==> src/rtl/fir_mac_sequencer_pkg.sv <==
// Shared types and arithmetic helpers for the time-multiplexed stereo FIR sequencer.
// Sample, coefficient and accumulator widths are fixed here and used by every file.
package fir_seq_pkg;

    localparam int DATA_W = 16;
    localparam int COEF_W = 16;
    localparam int ACC_W  = 40;

    typedef enum logic [2:0] {
        ST_IDLE  = 3'd0,
        ST_WR_L  = 3'd1,
        ST_WR_R  = 3'd2,
        ST_MAC_L = 3'd3,
        ST_MAC_R = 3'd4,
        ST_OUT   = 3'd5,
        ST_FLUSH = 3'd6
    } state_t;

    localparam logic signed [ACC_W-1:0] SAT_MAX = {{(ACC_W-DATA_W+1){1'b0}}, {(DATA_W-1){1'b1}}};
    localparam logic signed [ACC_W-1:0] SAT_MIN = {{(ACC_W-DATA_W+1){1'b1}}, {(DATA_W-1){1'b0}}};

    function automatic logic [DATA_W-1:0] sat_fn(input logic signed [ACC_W-1:0] v);
        logic [DATA_W-1:0] res;
        if (v > SAT_MAX) begin
            res = SAT_MAX[DATA_W-1:0];
        end else if (v < SAT_MIN) begin
            res = SAT_MIN[DATA_W-1:0];
        end else begin
            res = v[DATA_W-1:0];
        end
        return res;
    endfunction

endpackage

==> src/rtl/fir_mac_sequencer_mac.sv <==
// Shared multiply-accumulate: signed product, accumulator with clear/enable,
// arithmetic right shift and saturation to the sample range.
module fir_mac
    import fir_seq_pkg::*;
#(
    parameter int FRAC_BITS = 15
) (
    input  logic              clk,
    input  logic              reset_n,
    input  logic              i_clr,
    input  logic              i_en,
    input  logic [COEF_W-1:0] i_coef,
    input  logic [DATA_W-1:0] i_data,
    output logic [DATA_W-1:0] o_sat
);

    logic signed [COEF_W+DATA_W-1:0] w_prod;
    logic signed [ACC_W-1:0]         w_prod_ext;
    logic signed [ACC_W-1:0]         w_shift;
    logic signed [ACC_W-1:0]         r_acc;

    assign w_prod     = $signed(i_coef) * $signed(i_data);
    assign w_prod_ext = {{(ACC_W-COEF_W-DATA_W){w_prod[COEF_W+DATA_W-1]}}, w_prod};
    assign w_shift    = r_acc >>> FRAC_BITS;
    assign o_sat      = sat_fn(w_shift);

    // Accumulator: clear has priority over accumulate.
    always_ff @(posedge clk or negedge reset_n) begin
        if (!reset_n) begin
            r_acc <= {ACC_W{1'b0}};
        end else if (i_clr) begin
            r_acc <= {ACC_W{1'b0}};
        end else if (i_en) begin
            r_acc <= r_acc + w_prod_ext;
        end else begin
            r_acc <= r_acc;
        end
    end

endmodule

==> src/rtl/fir_mac_sequencer.sv <==
// Stereo FIR controller: one MAC shared by L and R over a circular delay-line RAM.
// Optional macro FIR_FLUSH_ON_RESET_EN zeroes the whole delay line after reset.
module fir_mac_sequencer
    import fir_seq_pkg::*;
#(
    parameter int NTAPS     = 32,
    parameter int FRAC_BITS = 15
) (
    input  logic                     clk,
    input  logic                     reset_n,
    input  logic                     sample_valid,
    input  logic [DATA_W-1:0]        in_l,
    input  logic [DATA_W-1:0]        in_r,
    output logic                     busy,
    output logic                     out_valid,
    output logic [DATA_W-1:0]        out_l,
    output logic [DATA_W-1:0]        out_r,
    output logic [$clog2(NTAPS)-1:0] coef_addr,
    input  logic [COEF_W-1:0]        coef_data,
    output logic                     dl_we,
    output logic [$clog2(NTAPS):0]   dl_addr,
    output logic [DATA_W-1:0]        dl_wdata,
    input  logic [DATA_W-1:0]        dl_rdata,
    output logic                     overrun,
    input  logic                     overrun_clr
);

    localparam int LW = $clog2(NTAPS);
    localparam int CW = LW + 1;
    localparam logic [CW-1:0] CNT_MAC_LAST   = CW'(NTAPS);
    localparam logic [CW-1:0] CNT_FLUSH_LAST = CW'(2*NTAPS-1);

    state_t            r_state;
    state_t            w_state_nxt;
    logic [CW-1:0]     r_cnt;
    logic [CW-1:0]     w_cnt_nxt;
    logic [LW-1:0]     r_head;
    logic [DATA_W-1:0] r_in_l;
    logic [DATA_W-1:0] r_in_r;
    logic [DATA_W-1:0] r_sat_l;
    logic [DATA_W-1:0] r_out_l;
    logic [DATA_W-1:0] r_out_r;
    logic              r_out_valid;
    logic              r_overrun;
    logic              r_busy;
    logic              r_dl_we;
    logic [CW-1:0]     r_dl_addr;
    logic [DATA_W-1:0] r_dl_wdata;
    logic [LW-1:0]     r_coef_addr;

    logic              w_accept;
    logic              w_dl_we_nxt;
    logic [CW-1:0]     w_dl_addr_nxt;
    logic [DATA_W-1:0] w_dl_wdata_nxt;
    logic [LW-1:0]     w_coef_addr_nxt;
    logic              w_in_mac;
    logic              w_mac_clr;
    logic              w_mac_en;
    logic [DATA_W-1:0] w_sat;
    logic              w_flush_pend;

`ifdef FIR_FLUSH_ON_RESET_EN
    logic r_flush_pend;

    // Request a single delay-line flush after every reset release.
    always_ff @(posedge clk or negedge reset_n) begin
        if (!reset_n) begin
            r_flush_pend <= 1'b1;
        end else if (r_state == ST_IDLE) begin
            r_flush_pend <= 1'b0;
        end else begin
            r_flush_pend <= r_flush_pend;
        end
    end

    assign w_flush_pend = r_flush_pend;
`else
    assign w_flush_pend = 1'b0;
`endif

    // Slot 0 of each MAC phase has no returning data: it clears, the rest accumulate.
    assign w_in_mac  = (r_state == ST_MAC_L) || (r_state == ST_MAC_R);
    assign w_mac_clr = w_in_mac && (r_cnt == {CW{1'b0}});
    assign w_mac_en  = w_in_mac && (r_cnt != {CW{1'b0}});

    fir_mac #(.FRAC_BITS(FRAC_BITS)) u_mac (
        .clk     (clk),
        .reset_n (reset_n),
        .i_clr   (w_mac_clr),
        .i_en    (w_mac_en),
        .i_coef  (coef_data),
        .i_data  (dl_rdata),
        .o_sat   (w_sat)
    );

    // Next state, plus the memory-port values to register for the following cycle.
    always_comb begin
        w_state_nxt     = r_state;
        w_cnt_nxt       = r_cnt;
        w_accept        = 1'b0;
        w_dl_we_nxt     = 1'b0;
        w_dl_addr_nxt   = {CW{1'b0}};
        w_dl_wdata_nxt  = {DATA_W{1'b0}};
        w_coef_addr_nxt = {LW{1'b0}};
        case (r_state)
            ST_IDLE: begin
                if (w_flush_pend) begin
                    w_state_nxt = ST_FLUSH;
                    w_cnt_nxt   = {CW{1'b0}};
                end else if (sample_valid) begin
                    w_state_nxt = ST_WR_L;
                    w_accept    = 1'b1;
                end else begin
                    w_state_nxt = ST_IDLE;
                end
            end
            ST_WR_L: w_state_nxt = ST_WR_R;
            ST_WR_R: begin
                w_state_nxt = ST_MAC_L;
                w_cnt_nxt   = {CW{1'b0}};
            end
            ST_MAC_L: begin
                if (r_cnt == CNT_MAC_LAST) begin
                    w_state_nxt = ST_MAC_R;
                    w_cnt_nxt   = {CW{1'b0}};
                end else begin
                    w_cnt_nxt = r_cnt + CW'(1);
                end
            end
            ST_MAC_R: begin
                if (r_cnt == CNT_MAC_LAST) begin
                    w_state_nxt = ST_OUT;
                    w_cnt_nxt   = {CW{1'b0}};
                end else begin
                    w_cnt_nxt = r_cnt + CW'(1);
                end
            end
            ST_OUT: w_state_nxt = ST_IDLE;
            ST_FLUSH: begin
                if (r_cnt == CNT_FLUSH_LAST) begin
                    w_state_nxt = ST_IDLE;
                    w_cnt_nxt   = {CW{1'b0}};
                end else begin
                    w_cnt_nxt = r_cnt + CW'(1);
                end
            end
            default: begin
                w_state_nxt = ST_IDLE;
                w_cnt_nxt   = {CW{1'b0}};
            end
        endcase

        case (w_state_nxt)
            ST_WR_L: begin
                w_dl_we_nxt    = 1'b1;
                w_dl_addr_nxt  = {1'b0, r_head};
                w_dl_wdata_nxt = w_accept ? in_l : r_in_l;
            end
            ST_WR_R: begin
                w_dl_we_nxt    = 1'b1;
                w_dl_addr_nxt  = {1'b1, r_head};
                w_dl_wdata_nxt = r_in_r;
            end
            ST_MAC_L: begin
                w_coef_addr_nxt = w_cnt_nxt[LW-1:0];
                w_dl_addr_nxt   = {1'b0, r_head + w_cnt_nxt[LW-1:0]};
            end
            ST_MAC_R: begin
                w_coef_addr_nxt = w_cnt_nxt[LW-1:0];
                w_dl_addr_nxt   = {1'b1, r_head + w_cnt_nxt[LW-1:0]};
            end
            ST_FLUSH: begin
                w_dl_we_nxt   = 1'b1;
                w_dl_addr_nxt = w_cnt_nxt;
            end
            default: begin
                w_dl_we_nxt = 1'b0;
            end
        endcase
    end

    // FSM state, counter and registered memory-port outputs.
    always_ff @(posedge clk or negedge reset_n) begin
        if (!reset_n) begin
            r_state     <= ST_IDLE;
            r_cnt       <= {CW{1'b0}};
            r_busy      <= 1'b0;
            r_dl_we     <= 1'b0;
            r_dl_addr   <= {CW{1'b0}};
            r_dl_wdata  <= {DATA_W{1'b0}};
            r_coef_addr <= {LW{1'b0}};
        end else begin
            r_state     <= w_state_nxt;
            r_cnt       <= w_cnt_nxt;
            r_busy      <= (w_state_nxt != ST_IDLE);
            r_dl_we     <= w_dl_we_nxt;
            r_dl_addr   <= w_dl_addr_nxt;
            r_dl_wdata  <= w_dl_wdata_nxt;
            r_coef_addr <= w_coef_addr_nxt;
        end
    end

    // Sample latch, L-result hold, output registers, head pointer and overrun flag.
    always_ff @(posedge clk or negedge reset_n) begin
        if (!reset_n) begin
            r_head      <= {LW{1'b0}};
            r_in_l      <= {DATA_W{1'b0}};
            r_in_r      <= {DATA_W{1'b0}};
            r_sat_l     <= {DATA_W{1'b0}};
            r_out_l     <= {DATA_W{1'b0}};
            r_out_r     <= {DATA_W{1'b0}};
            r_out_valid <= 1'b0;
            r_overrun   <= 1'b0;
        end else begin
            if (w_accept) begin
                r_in_l <= in_l;
                r_in_r <= in_r;
            end
            // The accumulator still holds the complete L sum during the first R slot.
            if ((r_state == ST_MAC_R) && w_mac_clr) begin
                r_sat_l <= w_sat;
            end
            if (r_state == ST_OUT) begin
                r_out_l <= r_sat_l;
                r_out_r <= w_sat;
                r_head  <= r_head - LW'(1);
            end
            r_out_valid <= (r_state == ST_OUT);
            if (sample_valid && ((r_state != ST_IDLE) || w_flush_pend)) begin
                r_overrun <= 1'b1;
            end else if (overrun_clr) begin
                r_overrun <= 1'b0;
            end else begin
                r_overrun <= r_overrun;
            end
        end
    end

    assign busy      = r_busy;
    assign out_valid = r_out_valid;
    assign out_l     = r_out_l;
    assign out_r     = r_out_r;
    assign coef_addr = r_coef_addr;
    assign dl_we     = r_dl_we;
    assign dl_addr   = r_dl_addr;
    assign dl_wdata  = r_dl_wdata;
    assign overrun   = r_overrun;

endmodule

==> config.mk <==
export PLATFORM = sky130hd
export DESIGN_NAME = fir_mac_sequencer
export DESIGN_NICKNAME = d
export VERILOG_FILES = /design/src/rtl/fir_mac_sequencer_pkg.sv /design/src/rtl/fir_mac_sequencer_mac.sv /design/src/rtl/fir_mac_sequencer.sv
export SDC_FILE = /design/constraint.sdc
export NUM_CORES = 1
export LEC_CHECK = 0
export ABC_AREA = 1
export CAP_MARGIN = 20
export CORE_MARGIN = 8
export CORE_UTILIZATION = 46
export CTS_CLUSTER_DIAMETER = 60
export DETAILED_ROUTE_END_ITERATION = 6
export PLACE_DENSITY = 0.64
export SYNTH_ARGS = -nofsm -noshare
export SYNTH_HDL_FRONTEND = slang
export SYNTH_SLANG_ARGS = --single-unit
==> constraint.sdc <==
create_clock -name clk -period 6.2 [get_ports clk]
set_clock_uncertainty 0.1 [all_clocks]
set_input_delay 1.24 -clock clk [delete_from_list [all_inputs] [get_ports clk]]
set_output_delay 1.24 -clock clk [all_outputs]
set_load 0.02 [all_outputs]
==> results.py <==
metrics = {
    "route": {
        "drcViolationCount": 0,
        "wl_um": 57300,
        "first_pass_iters": 7,
        "avgRoutedWirePerCell_um": 16.9,
        "avgViaCountPerCell": 4.93,
        "drt_first_iter_violations": 949,
        "via_count": 16800,
        "drtAntennaViolNets": 0,
    },
    "hold_path": {
        "hp-start": "r_head[4]",
        "min_to": "r_head[4]",
        "holdPathStages": 1,
        "hold_class": "flip-flop to flip-flop",
    },
    "timing": {
        "period_needed_ps": 6170,
        "max_freq_mhz": 162,
        "tightest_slew_ps": 835,
        "rsz0062_at_grt": "yes",
        "relSlewSlack_pct": 44.1,
        "setup_tns_ps": 0,
        "maxSlewViolCount": 0,
        "hold_violations": 0,
        "setup_viol": 0,
        "worst_slack_ps": 26.5,
        "fin_crit_sh_pct": 99.6,
    },
    "synth": {
        "yosysTopAreaCellShare_pct": 33.6,
        "dominantRegCellSynth": "dfrtp_1",
        "yosysSeqAreaShare_pct": 18.9,
        "ys_warn_count": 0,
        "synth_cells": 2520,
        "postSynthNetCount": 3041,
        "async_flop_share_pct": 100,
        "syn_area_per_cell_um2": 7.82,
        "syn_area_um2": 19700,
        "yosysTopAreaCell": "fa_1",
        "synth-seq-cells": 149,
        "yosys-top-cells-area": "fa_1, dfrtp_1, nand2_1",
        "synth-compound-area-share_pct": 4.73,
        "synthMuxAreaShare_pct": 0,
        "synthSimpleGateAreaFrac_pct": 19.1,
        "synthXorXnorAreaFrac_pct": 0.578,
        "synth_enable_flop_cells": 0,
        "yosysUniqueCellTypes": 42,
        "synth_top_family_by_area": "adder cells",
        "synthAdderAreaFrac_pct": 41.4,
    },
    "die": {
        "start_util_pct": 46.1,
        "rows": 76,
        "die_y_um": 223,
        "die_area_um2": 49700,
        "die_w_um": 223,
        "core_um2": 42700,
        "io_pins": 131,
    },
    "critical_path": {
        "reg2regPathDepth": 20,
        "timing.rr.end": "u_mac.r_acc[36]",
        "arrival_ps": 6400,
        "worstSetupPathType": "input port to flip-flop",
        "required_ps": 6420,
        "crit_path_max_fanout": 8,
        "timing.rr.start": "u_mac.r_acc[15]",
        "start_kind": "input port",
        "r2r_setup_slack_ps": 1490,
        "worst_setup_path_end_kind": "flip-flop",
    },
    "outcome": {
        "status": "finished clean",
    },
    "layout": {
        "synthToLayoutAreaGrowth_pct": 31.7,
        "post-route-util_pct": 60.7,
        "finalNetCount": 3362,
        "fillers": 3603,
        "drive_gt1_share_pct": 23.1,
        "stdcell_area_um2": 25900,
        "n_antenna_cell": 0,
    },
    "clock_network": {
        "cts.sinks": 149,
        "cts_htree_levels": 4,
        "numCtsBuffers": 17,
        "ctsHoldBuffers": 0,
        "cts_root_buffer": "clkbuf_16",
        "clkTransAtPathRegs_ps": 60,
        "cts_tree": "yes",
        "clock_path_buffers": 2,
        "insertion_delay_ps": 440,
    },
    "placement": {
        "dp_slack_ps": -1110,
        "post_dp_cell_area_um2": 23100,
        "gp_congestion": 0.938,
        "dp_hpwl_um": 44500,
        "port_buffers": 130,
    },
    "global_routing": {
        "globalRoute.totalOverflow": 0,
        "grt_antenna_before_repair": 0,
        "grt_pass1_vias": 18200,
        "grt_pass1_wl_um": 94600,
        "grt.total_usage_pct": 23.7,
        "grt_max_degree": 53,
    },
    "run": {
        "max-cap-violations": 0,
    },
}
==> cell usage in the layout (no fill, tap or decap), types with 4 or more instances in the layout <==
cell,netlist,final
a21oi_1,44,24
a21oi_2,0,8
a21oi_4,1,13
a22o_1,5,5
buf_12,0,25
buf_2,9,10
buf_4,1,193
buf_6,1,35
bufbuf_16,0,7
clkbuf_16,0,18
clkbuf_2,0,13
clkdlybuf4s50_1,0,98
dfrtp_1,149,149
fa_1,331,308
fa_2,0,23
ha_1,122,91
ha_4,0,30
inv_1,697,637
inv_2,7,63
inv_8,0,4
nand2_1,739,644
nand2_2,2,62
nand2_4,0,35
nand3_1,61,45
nand3_2,3,18
nand3b_1,7,7
nand4_1,9,9
nor2_1,101,50
nor2_2,1,22
nor2_4,1,31
nor3_1,10,5
nor3_2,1,4
o21ai_0,88,79
o21ai_1,2,6
o21ai_2,0,4
o21bai_2,0,5
o22ai_1,8,8
xnor2_1,5,5
xor2_1,8,8
==> worst max-delay path: stages <==
cell and delay, ps:
buf_8 110, buf_16 140, nand2_4 50, inv_2 40, fa_2 620, fa_1 470
inv_4 130, fa_2 530, buf_4 180, fa_1 480, inv_1 60, fa_1 470
inv_1 50, fa_1 470, inv_1 60, ha_4 310, nand2_4 70, buf_4 140
nor2_4 110, nand2_1 80, nor2_2 160, nand3_2 110, nand3_1 100, nand2_1 50
nand3_1 60, nand2_1 60
==> synthesized netlist by cell type, types with 3 or more instances <==
library cell	count
inv_1	697
fa_1	331
nand3b_1	7
buf_2	9
inv_2	7
nand2_1	739
nor3_1	10
o22ai_1	8
clkbuf_1	76
xor2_1	8
a21oi_1	44
nand3_1	61
o21bai_1	10
nand3_2	3
xnor2_1	5
or2_2	4
nand4_1	9
a22o_1	5
ha_1	122
dfrtp_1	149
o21ai_0	88
nor2_1	101
==> how the worst max path moves through the flow <==
stage | start | depth (start not counted) | endpoint | slack, ps
floorplan | dl_rdata[5] | 24 | u_mac.r_acc[39] | -1
global placement | coef_data[15] | 25 | u_mac.r_acc[36] | -1110
detailed placement | coef_data[15] | 25 | u_mac.r_acc[36] | -1110
CTS | coef_data[15] | 26 | u_mac.r_acc[32] | 0.2
global route | coef_data[15] | 29 | u_mac.r_acc[39] | -120
finish | coef_data[15] | 26 | u_mac.r_acc[37] | 30
==> kinds of logic after synthesis <==
family	after synthesis
buffers and inverters	795
xor gates and xnor gates	13
and+or+nand+nor	945
DFF	149
adders and majority gates	453
AOI/OAI and AO/OA	165
==> layout make-up <==
cell class / instances / area [µm²] / area share, %
multi-input combinational: 1576 / 14500 / 55.8
timing repair buffer: 391 / 3810 / 14.7
sequential: 149 / 3730 / 14.4
inverter: 706 / 2670 / 10.3
tap: 546 / 683 / 2.63
clock buffer: 19 / 453 / 1.75
clock inverter: 13 / 138 / 0.531
==> what timing repair did <==
item | in CTS | in global routing
gates cloned | 9 | 1
resized for setup | 268 | 260
endpoints found under the setup margin | 30 | 31
buffers inserted | 59 | 15
pin swaps | 114 | 125
==> metal layers <==
layer | share of wire (%) | GRT usage, % | wire length [µm]
met5 | 0 | 0 | 0
met4 | 4.2 | 9.45 | 2440
met3 | 4.2 | 3.41 | 2400
met2 | 51 | 41.3 | 29100
met1 | 41 | 29.5 | 23400
==> through the flow <==
stage                     hold WS [ps]  instances
final                              367       3400
after global routing               384       3400
after CTS                          369       3384
after detailed placement           359       3284
after global placement             358       3284
after floorplan                    342       2520
==> registers in the layout, indices dropped and copies added (netlist names) <==
signal	count
busy	1
coef_addr	5
dl_addr	6
dl_wdata	16
dl_we	1
out_l	16
out_r	16
out_valid	1
overrun	1
r_cnt	6
r_head	5
r_in_r	16
r_sat_l	16
r_state	3
u_mac.r_acc	40
Power is not shown: default switching activity piles up to over one toggle a cycle in this logic, so the estimate is an artifact.
